==> config.mk <==
export PLATFORM = sky130hd
export DESIGN_NAME = sr_ctrl_fsm
export DESIGN_NICKNAME = d
export VERILOG_FILES = /design/src/rtl/sr_ctrl_fsm.sv
export SDC_FILE = /design/constraint.sdc
export NUM_CORES = 1
export LEC_CHECK = 0
export ABC_CLOCK_PERIOD_IN_PS = 2600
export CELL_PAD_IN_SITES_DETAIL_PLACEMENT = 1
export CELL_PAD_IN_SITES_GLOBAL_PLACEMENT = 1
export CORE_ASPECT_RATIO = 1.2
export CORE_MARGIN = 8
export CORE_UTILIZATION = 29
export CTS_CLUSTER_DIAMETER = 120
export DETAILED_ROUTE_END_ITERATION = 8
export GPL_TIMING_DRIVEN = 0
export PLACE_DENSITY_LB_ADDON = 0.3
export REMOVE_ABC_BUFFERS = 1
export SKIP_CTS_REPAIR_TIMING = 1
export SLEW_MARGIN = 20
export SYNTH_ARGS = -nofsm -noshare
export SYNTH_HDL_FRONTEND = slang
export SYNTH_SLANG_ARGS = --single-unit
==> constraint.sdc <==
create_clock -name clk -period 2.6 [get_ports clk]
set_input_delay 0.26 -clock clk [delete_from_list [all_inputs] [get_ports clk]]
set_output_delay 0.26 -clock clk [all_outputs]
set_load 0.005 [all_outputs]
==> src/rtl/sr_ctrl_fsm.sv <==
// ============================================================================
// sr_ctrl_fsm
// ----------------------------------------------------------------------------
// Purpose:
//   Multi-cycle controller for the 16-bit register-file/ALU datapath
//   (regfile 8x16 -> A/B regs -> shifter -> ALU -> C reg, with Z/N/V status).
//   It accepts a decoded instruction class over a start/wait handshake,
//   latches it, and then walks the datapath through its load, select and
//   write strobes one state at a time.
//
// Ports:
//   clk      in   1       rising-edge clock
//   reset    in   1       synchronous, active-high reset
//   s        in   1       start; only looked at while waiting
//   opcode   in   3       instruction opcode (110 move class, 101 ALU class)
//   op       in   2       sub-op (ALU class: 00 ADD, 01 CMP, 10 AND, 11 MVN)
//   w        out  1       high only while waiting for a new instruction
//   nsel     out  NSEL_W  one-hot regfile select (Rn=001, Rd=010, Rm=100)
//   vsel     out  VSEL_W  writeback source (00 C reg, 10 sign-extended imm8)
//   write    out  1       regfile write enable
//   loada    out  1       A register load
//   loadb    out  1       B register load
//   loadc    out  1       C register load
//   loads    out  1       status register load
//   asel     out  1       1 = force ALU A operand to zero
//   bsel     out  1       B operand select, always the shifted B (0)
//   alu_op   out  2       ALU operation code
//   illegal  out  1       sticky unsupported-encoding flag
//                         (present only when SR_CTRL_ILLEGAL_TRAP_EN is defined)
//
// Build option:
//   SR_CTRL_ILLEGAL_TRAP_EN - adds the 'illegal' output. Without it, an
//   unsupported encoding simply falls back from DECODE to WAIT as a NOP.
// ============================================================================
module sr_ctrl_fsm #(
   parameter int NSEL_W = 3,
   parameter int VSEL_W = 2
) (
   input  logic              clk,
   input  logic              reset,
   input  logic              s,
   input  logic [2:0]        opcode,
   input  logic [1:0]        op,
   output logic              w,
   output logic [NSEL_W-1:0] nsel,
   output logic [VSEL_W-1:0] vsel,
   output logic              write,
   output logic              loada,
   output logic              loadb,
   output logic              loadc,
   output logic              loads,
   output logic              asel,
   output logic              bsel,
`ifdef SR_CTRL_ILLEGAL_TRAP_EN
   output logic [1:0]        alu_op,
   output logic              illegal
`else
   output logic [1:0]        alu_op
`endif
);

   // Register-select codes as seen by the register file.
   localparam logic [NSEL_W-1:0] NSEL_NONE = '0;
   localparam logic [NSEL_W-1:0] NSEL_RN   = NSEL_W'(1);
   localparam logic [NSEL_W-1:0] NSEL_RD   = NSEL_W'(2);
   localparam logic [NSEL_W-1:0] NSEL_RM   = NSEL_W'(4);

   // Writeback mux codes.
   localparam logic [VSEL_W-1:0] VSEL_CREG = '0;
   localparam logic [VSEL_W-1:0] VSEL_IMM  = VSEL_W'(2);

   // Instruction encodings recognised by the decoder.
   localparam logic [2:0] OPC_MOV = 3'b110;
   localparam logic [2:0] OPC_ALU = 3'b101;
   localparam logic [1:0] OP_ADD  = 2'b00;
   localparam logic [1:0] OP_CMP  = 2'b01;
   localparam logic [1:0] OP_AND  = 2'b10;
   localparam logic [1:0] OP_MVN  = 2'b11;
   localparam logic [1:0] OP_MOVR = 2'b00;
   localparam logic [1:0] OP_MOVI = 2'b10;

   typedef enum logic [2:0] {
      S_WAIT,
      S_DECODE,
      S_WRITE_IMM,
      S_GET_A,
      S_GET_B,
      S_EXEC,
      S_WRITE_REG
   } state_t;

   state_t      state;
   state_t      nextState;

   logic [2:0]  opcodeReg;
   logic [1:0]  opReg;

   logic        accept;
   logic        isMovImm;
   logic        isMovReg;
   logic        isMvn;
   logic        isCmp;
   logic        isTwoOperand;
   logic        isLegal;

   logic        writeRaw;
   logic        loadaRaw;
   logic        loadbRaw;
   logic        loadcRaw;
   logic        loadsRaw;

   // An instruction is taken only from WAIT; s is meaningless elsewhere.
   assign accept = (state == S_WAIT) && s;

   // State register. Reset is synchronous, so an in-flight instruction is
   // abandoned at the next edge and the controller simply lands in WAIT.
   always_ff @(posedge clk) begin
      if (reset) begin
         state <= S_WAIT;
      end else begin
         state <= nextState;
      end
   end

   // The opcode/op inputs are only guaranteed stable up to the accept edge,
   // so every later decision is made from these captured copies.
   always_ff @(posedge clk) begin
      if (reset) begin
         opcodeReg <= '0;
         opReg     <= '0;
      end else if (accept) begin
         opcodeReg <= opcode;
         opReg     <= op;
      end
   end

   // Instruction classification from the captured encoding. The two-operand
   // group (ADD/CMP/AND) is the only one that needs the A register; MOV reg
   // and MVN only read Rm into B.
   always_comb begin
      isMovImm     = (opcodeReg == OPC_MOV) && (opReg == OP_MOVI);
      isMovReg     = (opcodeReg == OPC_MOV) && (opReg == OP_MOVR);
      isMvn        = (opcodeReg == OPC_ALU) && (opReg == OP_MVN);
      isCmp        = (opcodeReg == OPC_ALU) && (opReg == OP_CMP);
      isTwoOperand = (opcodeReg == OPC_ALU) &&
                     ((opReg == OP_ADD) || (opReg == OP_CMP) || (opReg == OP_AND));
      isLegal      = isMovImm || isMovReg || isMvn || isTwoOperand;
   end

   // Next-state logic. CMP only updates status, so it skips the writeback
   // state and returns straight to WAIT from EXEC.
   always_comb begin
      nextState = state;
      case (state)
         S_WAIT: begin
            if (s) begin
               nextState = S_DECODE;
            end
         end
         S_DECODE: begin
            if (isMovImm) begin
               nextState = S_WRITE_IMM;
            end else if (isMovReg || isMvn) begin
               nextState = S_GET_B;
            end else if (isTwoOperand) begin
               nextState = S_GET_A;
            end else begin
               nextState = S_WAIT;
            end
         end
         S_WRITE_IMM: nextState = S_WAIT;
         S_GET_A:     nextState = S_GET_B;
         S_GET_B:     nextState = S_EXEC;
         S_EXEC: begin
            if (isCmp) begin
               nextState = S_WAIT;
            end else begin
               nextState = S_WRITE_REG;
            end
         end
         S_WRITE_REG: nextState = S_WAIT;
         default:     nextState = S_WAIT;
      endcase
   end

   // Moore output decode. Everything depends only on the current state and
   // the captured instruction, never on the live inputs. The load/write
   // strobes are produced here in raw form and gated against reset below.
   always_comb begin
      w        = 1'b0;
      nsel     = NSEL_NONE;
      vsel     = VSEL_CREG;
      writeRaw = 1'b0;
      loadaRaw = 1'b0;
      loadbRaw = 1'b0;
      loadcRaw = 1'b0;
      loadsRaw = 1'b0;
      asel     = 1'b0;
      alu_op   = 2'b00;
      case (state)
         S_WAIT: begin
            w = 1'b1;
         end
         S_DECODE: begin
         end
         S_WRITE_IMM: begin
            nsel     = NSEL_RN;
            vsel     = VSEL_IMM;
            writeRaw = 1'b1;
         end
         S_GET_A: begin
            nsel     = NSEL_RN;
            loadaRaw = 1'b1;
         end
         S_GET_B: begin
            nsel     = NSEL_RM;
            loadbRaw = 1'b1;
         end
         S_EXEC: begin
            // MOV reg passes B through the adder with A forced to zero.
            // ALU-class ops use their sub-op directly as the ALU code, which
            // also covers MVN (11). Status is loaded by every ALU-class op;
            // CMP keeps the C register untouched since nothing is written.
            if (isMovReg) begin
               asel     = 1'b1;
               alu_op   = 2'b00;
               loadcRaw = 1'b1;
            end else begin
               asel     = 1'b0;
               alu_op   = opReg;
               loadcRaw = !isCmp;
               loadsRaw = 1'b1;
            end
         end
         S_WRITE_REG: begin
            nsel     = NSEL_RD;
            vsel     = VSEL_CREG;
            writeRaw = 1'b1;
         end
         default: begin
         end
      endcase
   end

   // Reset only takes effect at the next edge, so during the reset cycle the
   // state may still be mid-instruction. The datapath-modifying strobes are
   // forced low combinationally so that cycle cannot corrupt any register.
   assign write = writeRaw & ~reset;
   assign loada = loadaRaw & ~reset;
   assign loadb = loadbRaw & ~reset;
   assign loadc = loadcRaw & ~reset;
   assign loads = loadsRaw & ~reset;

   // The shifter output is always the B operand in this instruction set.
   assign bsel = 1'b0;

`ifdef SR_CTRL_ILLEGAL_TRAP_EN
   logic illegalReg;

   // Sticky trap flag: raised when DECODE gives up on an encoding and stays
   // up until the software side issues another instruction or resets.
   always_ff @(posedge clk) begin
      if (reset) begin
         illegalReg <= 1'b0;
      end else if (accept) begin
         illegalReg <= 1'b0;
      end else if ((state == S_DECODE) && !isLegal) begin
         illegalReg <= 1'b1;
      end
   end

   assign illegal = illegalReg;
`endif

endmodule

==> impl_metrics.yaml, run 1 <==
run_status:
  status: "finished clean"
clock_tree:
  clkTransAtPathRegs_ps: 50
  clock_sinks: 8
  cts_buffer_depth: 2
  cts_buffers: 3
  htreeDepth: 1
  clock_latency_ps: 250
  cts-root-buf: "clkbuf_4"
  cts_tree: "done"
setup_path:
  rr_startpoint: "state[2]"
  r2r_cells: 4
  arrival_ps: 2010
  r2r-end: "opReg[1]"
  reg2reg_slack_ps: 1140
  crit_required_ps: 2340
  crit_type: "flip-flop to output port"
  cp-end-kind: "output port"
  critPathMaxFanout: 14
  startpoint_type: "flip-flop"
run:
  max_cap_viol_count: 0
die:
  die_w_um: 54.82
  core_area_sq_mm: 0.001765
  die-area_sq_mm: 0.003430
  fp-row-count: 17
  boundaryPins: 23
  start_util_pct: 29.70
  die_y_um: 62.58
global_routing:
  grt_overflow: 0
  grt_start_max_net_pins: 15
  grt_pass1_vias: 575
  grt_usage_pct: 9.168
  grt_antenna_before_repair: 0
  grt_pass1_wl_mm: 2.484
power_and_ir_drop:
  p_leak_nw: 0.2694
  worst_ir_drop_vdd_v: 0.0002016
  power_uw: 277.3
  power.density_mw_per_mm2: 387.4
cells_and_area:
  multiInputGateArea_sq_um: 301.5
  nFillCells: 218
  drive_gt1_share_pct: 6.024
  instances_no_fill: 102
  num_antenna_cells: 0
  layout.nets: 93
  syn2layout_area_growth_pct: 36.52
  fin_area_sq_um: 715.7
  regArea_sq_um: 160.2
synthesis:
  synthFlopType: "dfxtp_1"
  synth-edff-count: 0
  synth_area_per_cell_sq_um: 7.710
  async_flop_share_pct: 0
  synth_cells: 68
  syn-cell-area_sq_um: 524.3
  ys_seq_area_share_pct: 30.55
  synth-seq-cells: 8
  synth.distinct_cells: 27
  ys.warnings.count: 0
placed_design:
  routabilityCongestion: 0.7782
  placed_cell_area_sq_um: 693.2
  dp.cells: 99
  io_buffers: 20
  dp_hpwl_mm: 1.054
sta:
  rsz0062_at_grt: "false"
  slew_headroom_pct: 65.65
  fin_crit_ps: 2269
  min_period_over_period_pct: 87.27
  slew_violations: 0
  worst_pin_slew_ps: 514.6
  finalHoldViolCount: 0
  setup_violations: 0
  final.setup_skew_ps: 4.069
  fmax_ghz: 0.4407
  tns_ps: 0
drt:
  drtIter0Drc: 10
  post_drt_wl_per_cell_um: 14.03
  drc: 0
  vias: 532
  first_pass_iters: 3
  via_per_inst: 5.216
  ant_nets: 0
  wl_mm: 1.431
hold_path:
  min_from: "opcodeReg[2]"
  worstHoldEndpoint: "opcodeReg[2]"
  holdPathStages: 2
  hold_path.class: "flip-flop to flip-flop"
## per-layer routing
layer / GRT usage (%) / part of all wire (%) / vias to the layer above
met5: 0 / 0 / -
met4: 4.630 / 0.56 / 0
met3: 2.381 / 9.4 / 2
met2: 14.91 / 48 / 16
met1: 10.22 / 42 / 247
li1: - / - / 267
## cells in the final DEF, fill, tap and decap left out, drive strengths merged
master and n:
nand4 1, mux2i 5, o31ai 2, a311oi 1, clkbuf 3, dfxtp 8, nand4bb 1, nand2b 1
nor2 14, and3b 1, nand3 2, inv 2, a21oi 5, xor2 1, and3 1, o311ai 1
nand2 1, nor4b 1, o21ai 2, and2 2, conb 2, clkdlybuf4s50 20, nor3 6
## report_power, final
part / internal [mW] / leakage [nW] / switching, mW
logic: 0.0241 / 0.190 / 0.0165
registers: 0.129 / 0.0656 / 0.0112
clock network: 0.0529 / 0.0138 / 0.0432
total: 0.206 / 0.269 / 0.0710
## through the flow
| step | util (%) | hold slack (ps) | setup WS, ps |
|---|---|---|---|
| after floorplan | - | 332.4 | 1289 |
| after global placement | 39.26 | 494.7 | 495.1 |
| after detailed placement | 39.26 | 510.1 | 495.9 |
| after CTS | 40.54 | 523.9 | 289.7 |
| after global routing | 40.54 | 560.0 | 154.9 |
| final | 40.54 | 517.1 | 330.9 |
## synth_stat cells (2+ instances only)
library cell | number | share of area, %
clkbuf_1 | 2 | 1.4
dfxtp_1 | 8 | 31
o21ai_0 | 2 | 1.9
nand3_1 | 2 | 1.9
nor3_1 | 5 | 4.8
nor2_1 | 14 | 10
buf_4 | 4 | 5.7
and2_1 | 2 | 2.4
o31ai_1 | 2 | 2.9
buf_2 | 2 | 1.9
a21oi_1 | 5 | 4.8
mux2i_1 | 5 | 9.5
## worst max path at each step
| stage | start | to | slack, ps | depth (start not counted) |
|---|---|---|---|---|
| 2_1_floorplan | state[2] | loadc | 1290 | 2 |
| 3_3_place_gp | reset | loada | 500 | 3 |
| 3_5_place_dp | reset | loada | 500 | 3 |
| 4_1_cts | state[2] | loadc | 290 | 3 |
| 5_1_grt | state[2] | loadc | 150 | 3 |
| 6_report | state[2] | loadc | 330 | 3 |
## cell type report
type / count / share of cell area [%]
well taps: 19 / 3.322
repair buffers: 20 / 27.97
multi-input cells: 50 / 42.13
clock buffers: 3 / 3.147
flip-flops and latches: 8 / 22.38
inverters: 2 / 1.049
## state kept, by name (all words and copies together) (netlist names)
signal     count
opcodeReg      3
state          3
opReg          2
## cell families after synthesis
| group | share of synthesized area (%) |
|---|---|
| other | 0.7153 |
| xor gates and xnor gates | 1.671 |
| AOI/OAI and AO/OA | 12.89 |
| DFF | 30.55 |
| and+or+nand+nor | 31.98 |
| buffers and inverters | 12.65 |
| muxes | 9.547 |
## critical path: stages (launching register included)
cell and delay (ps):
dfxtp_1 640, nand3_1 240, a311oi_1 320, clkdlybuf4s50_1 560
Note: power is estimated with default switching activity, not from simulation.
==> run 2, diff against run 1 <==
- CAP_MARGIN: unset -> 20
- CORE_UTILIZATION: 29 -> 31
- CTS_BUF_LIST: unset -> sky130_fd_sc_hd__clkbuf_8
==> run 2 against run 1 <==
Against the previous run: power up 20%; sequential cell count unchanged; largest power group is now clock; sequential share of layout area down 0.53 points; largest cell class unchanged; wire length up 5.4%.
==> impl_metrics.yaml, run 2 (synthesized netlist as in run 1, its figures left out) <==
run_status:
  status: "finished clean"
sta:
  setup_violations: 0
  final.setup_skew_ps: 2.888
  tns_ps: 0
  slew_violations: 0
  fmax_ghz: 0.4256
  fin_crit_ps: 2350
  worst_slack_ps: 250.5
  min_period_over_period_pct: 90.37
  worst_pin_slew_ps: 535.2
  rsz0062_at_grt: "false"
  slew_headroom_pct: 64.27
  finalHoldViolCount: 0
die:
  fp-row-count: 16
  boundaryPins: 23
  die_y_um: 61.05
  core_area_sq_mm: 0.001622
  die_w_um: 53.54
  die-area_sq_mm: 0.003269
  start_util_pct: 32.33
placed_design:
  dp_hpwl_mm: 1.114
  routabilityCongestion: 0.7630
  io_buffers: 20
  placed_cell_area_sq_um: 691.9
  dp_slack_ps: 438.5
cells_and_area:
  final_common_cell: "clkdlybuf4s50_1"
  num_antenna_cells: 0
  nFillCells: 202
  syn2layout_area_growth_pct: 39.86
  regArea_sq_um: 160.2
  multiInputGateArea_sq_um: 301.5
  layout.nets: 93
  mostFrequentLayoutCells: "20 x clkdlybuf4s50_1, 14 x nor2_1, 8 x dfxtp_1"
  drive_gt1_share_pct: 6.024
  fin_area_sq_um: 733.2
  biggestRegsByFlops: "opcodeReg (3), state (3), opReg (2)"
run:
  max_cap_viol_count: 0
global_routing:
  grt_use_met3_pct: 2.415
  grt_use_met2_pct: 17.11
  met1_usage_pct: 10.39
  grt_usage_pct: 10.08
  grt_overflow: 0
  grt_pass1_vias: 552
  grt_start_max_net_pins: 15
  grt_antenna_before_repair: 0
  grt_pass1_wl_mm: 2.428
  grt_busiest_layer: "met2"
power_and_ir_drop:
  power_switching_uw: 78.40
  combPwrFrac_pct: 12.1
  power_uw: 332.9
  p_int_uw: 254.5
  power.density_mw_per_mm2: 454.0
  p_sw_share_pct: 23.55
  seqPwrFrac_pct: 42.4
  worst_ir_drop_vdd_v: 0.0002841
  clkPwrFrac_pct: 45.5
  p_leak_nw: 0.2772
drt:
  vias: 531
  ant_nets: 0
  wl_mm: 1.508
  post_drt_wl_per_cell_um: 14.93
  drtIter0Drc: 3
  via_per_inst: 5.257
  first_pass_iters: 2
  drc: 0
clock_tree:
  clock_sinks: 8
  htreeDepth: 1
  cts_buffers: 3
  clock_latency_ps: 230
  cts_buffer_depth: 2
  cts-root-buf: "clkbuf_8"
  clkTransAtPathRegs_ps: 40
  cts_tree: "done"
setup_path:
  crit_type: "flip-flop to output port"
  cp-end-kind: "output port"
  startpoint_type: "flip-flop"
  arrival_ps: 2090
  critPathMaxFanout: 14
  crit_required_ps: 2340
hold_path:
  hold_path.class: "flip-flop to flip-flop"
==> run 2: final timing paths <==
check,from,to,slack [ps],cells after the start
max,state[2],loadc,250,3
min,opcodeReg[0],opcodeReg[0],500,2
max reg2reg,state[2],opcodeReg[2],1120,4
min reg2reg,opcodeReg[0],opcodeReg[0],500,2
==> run 2: stage by stage <==
stage                     util, %  std cells  hold slack [ps]
final                       45.22        101            502.6
after global routing        45.22        101            556.3
after CTS                   45.22        101            510.7
after detailed placement    42.67         98            499.9
after global placement      42.67         98            494.2
after floorplan                 -         60            332.4
==> run 2: area by class of cell <==
cell class / count / share of cell area (%)
timing repair buffer: 20 / 27.30
multi-input combinational: 50 / 41.13
sequential: 8 / 21.84
clock buffer: 3 / 5.631
inverter: 2 / 1.024
tap: 18 / 3.072
==> run 2: layer usage <==
metal,vias up,wire length (um)
li1,262,-
met1,248,630
met2,17,740
met3,4,107
met4,0,29
met5,-,0
==> run 2: worst max-delay path: stages (launching register included) <==
cell             delay [ps]
dfxtp_1                 650
nand3_1                 280
a311oi_1                370
clkdlybuf4s50_1         570
==> run 2: power groups by stage <==
stage,clock (mW),combinational (mW),sequential (mW)
3_5_place_dp,0,0.0407,0.143
5_1_grt,0.166,0.0451,0.142
4_1_cts,0.159,0.0409,0.141
3_3_place_gp,0,0.0395,0.143
6_report,0.151,0.0404,0.141
2_1_floorplan,0,0.0215,0.140
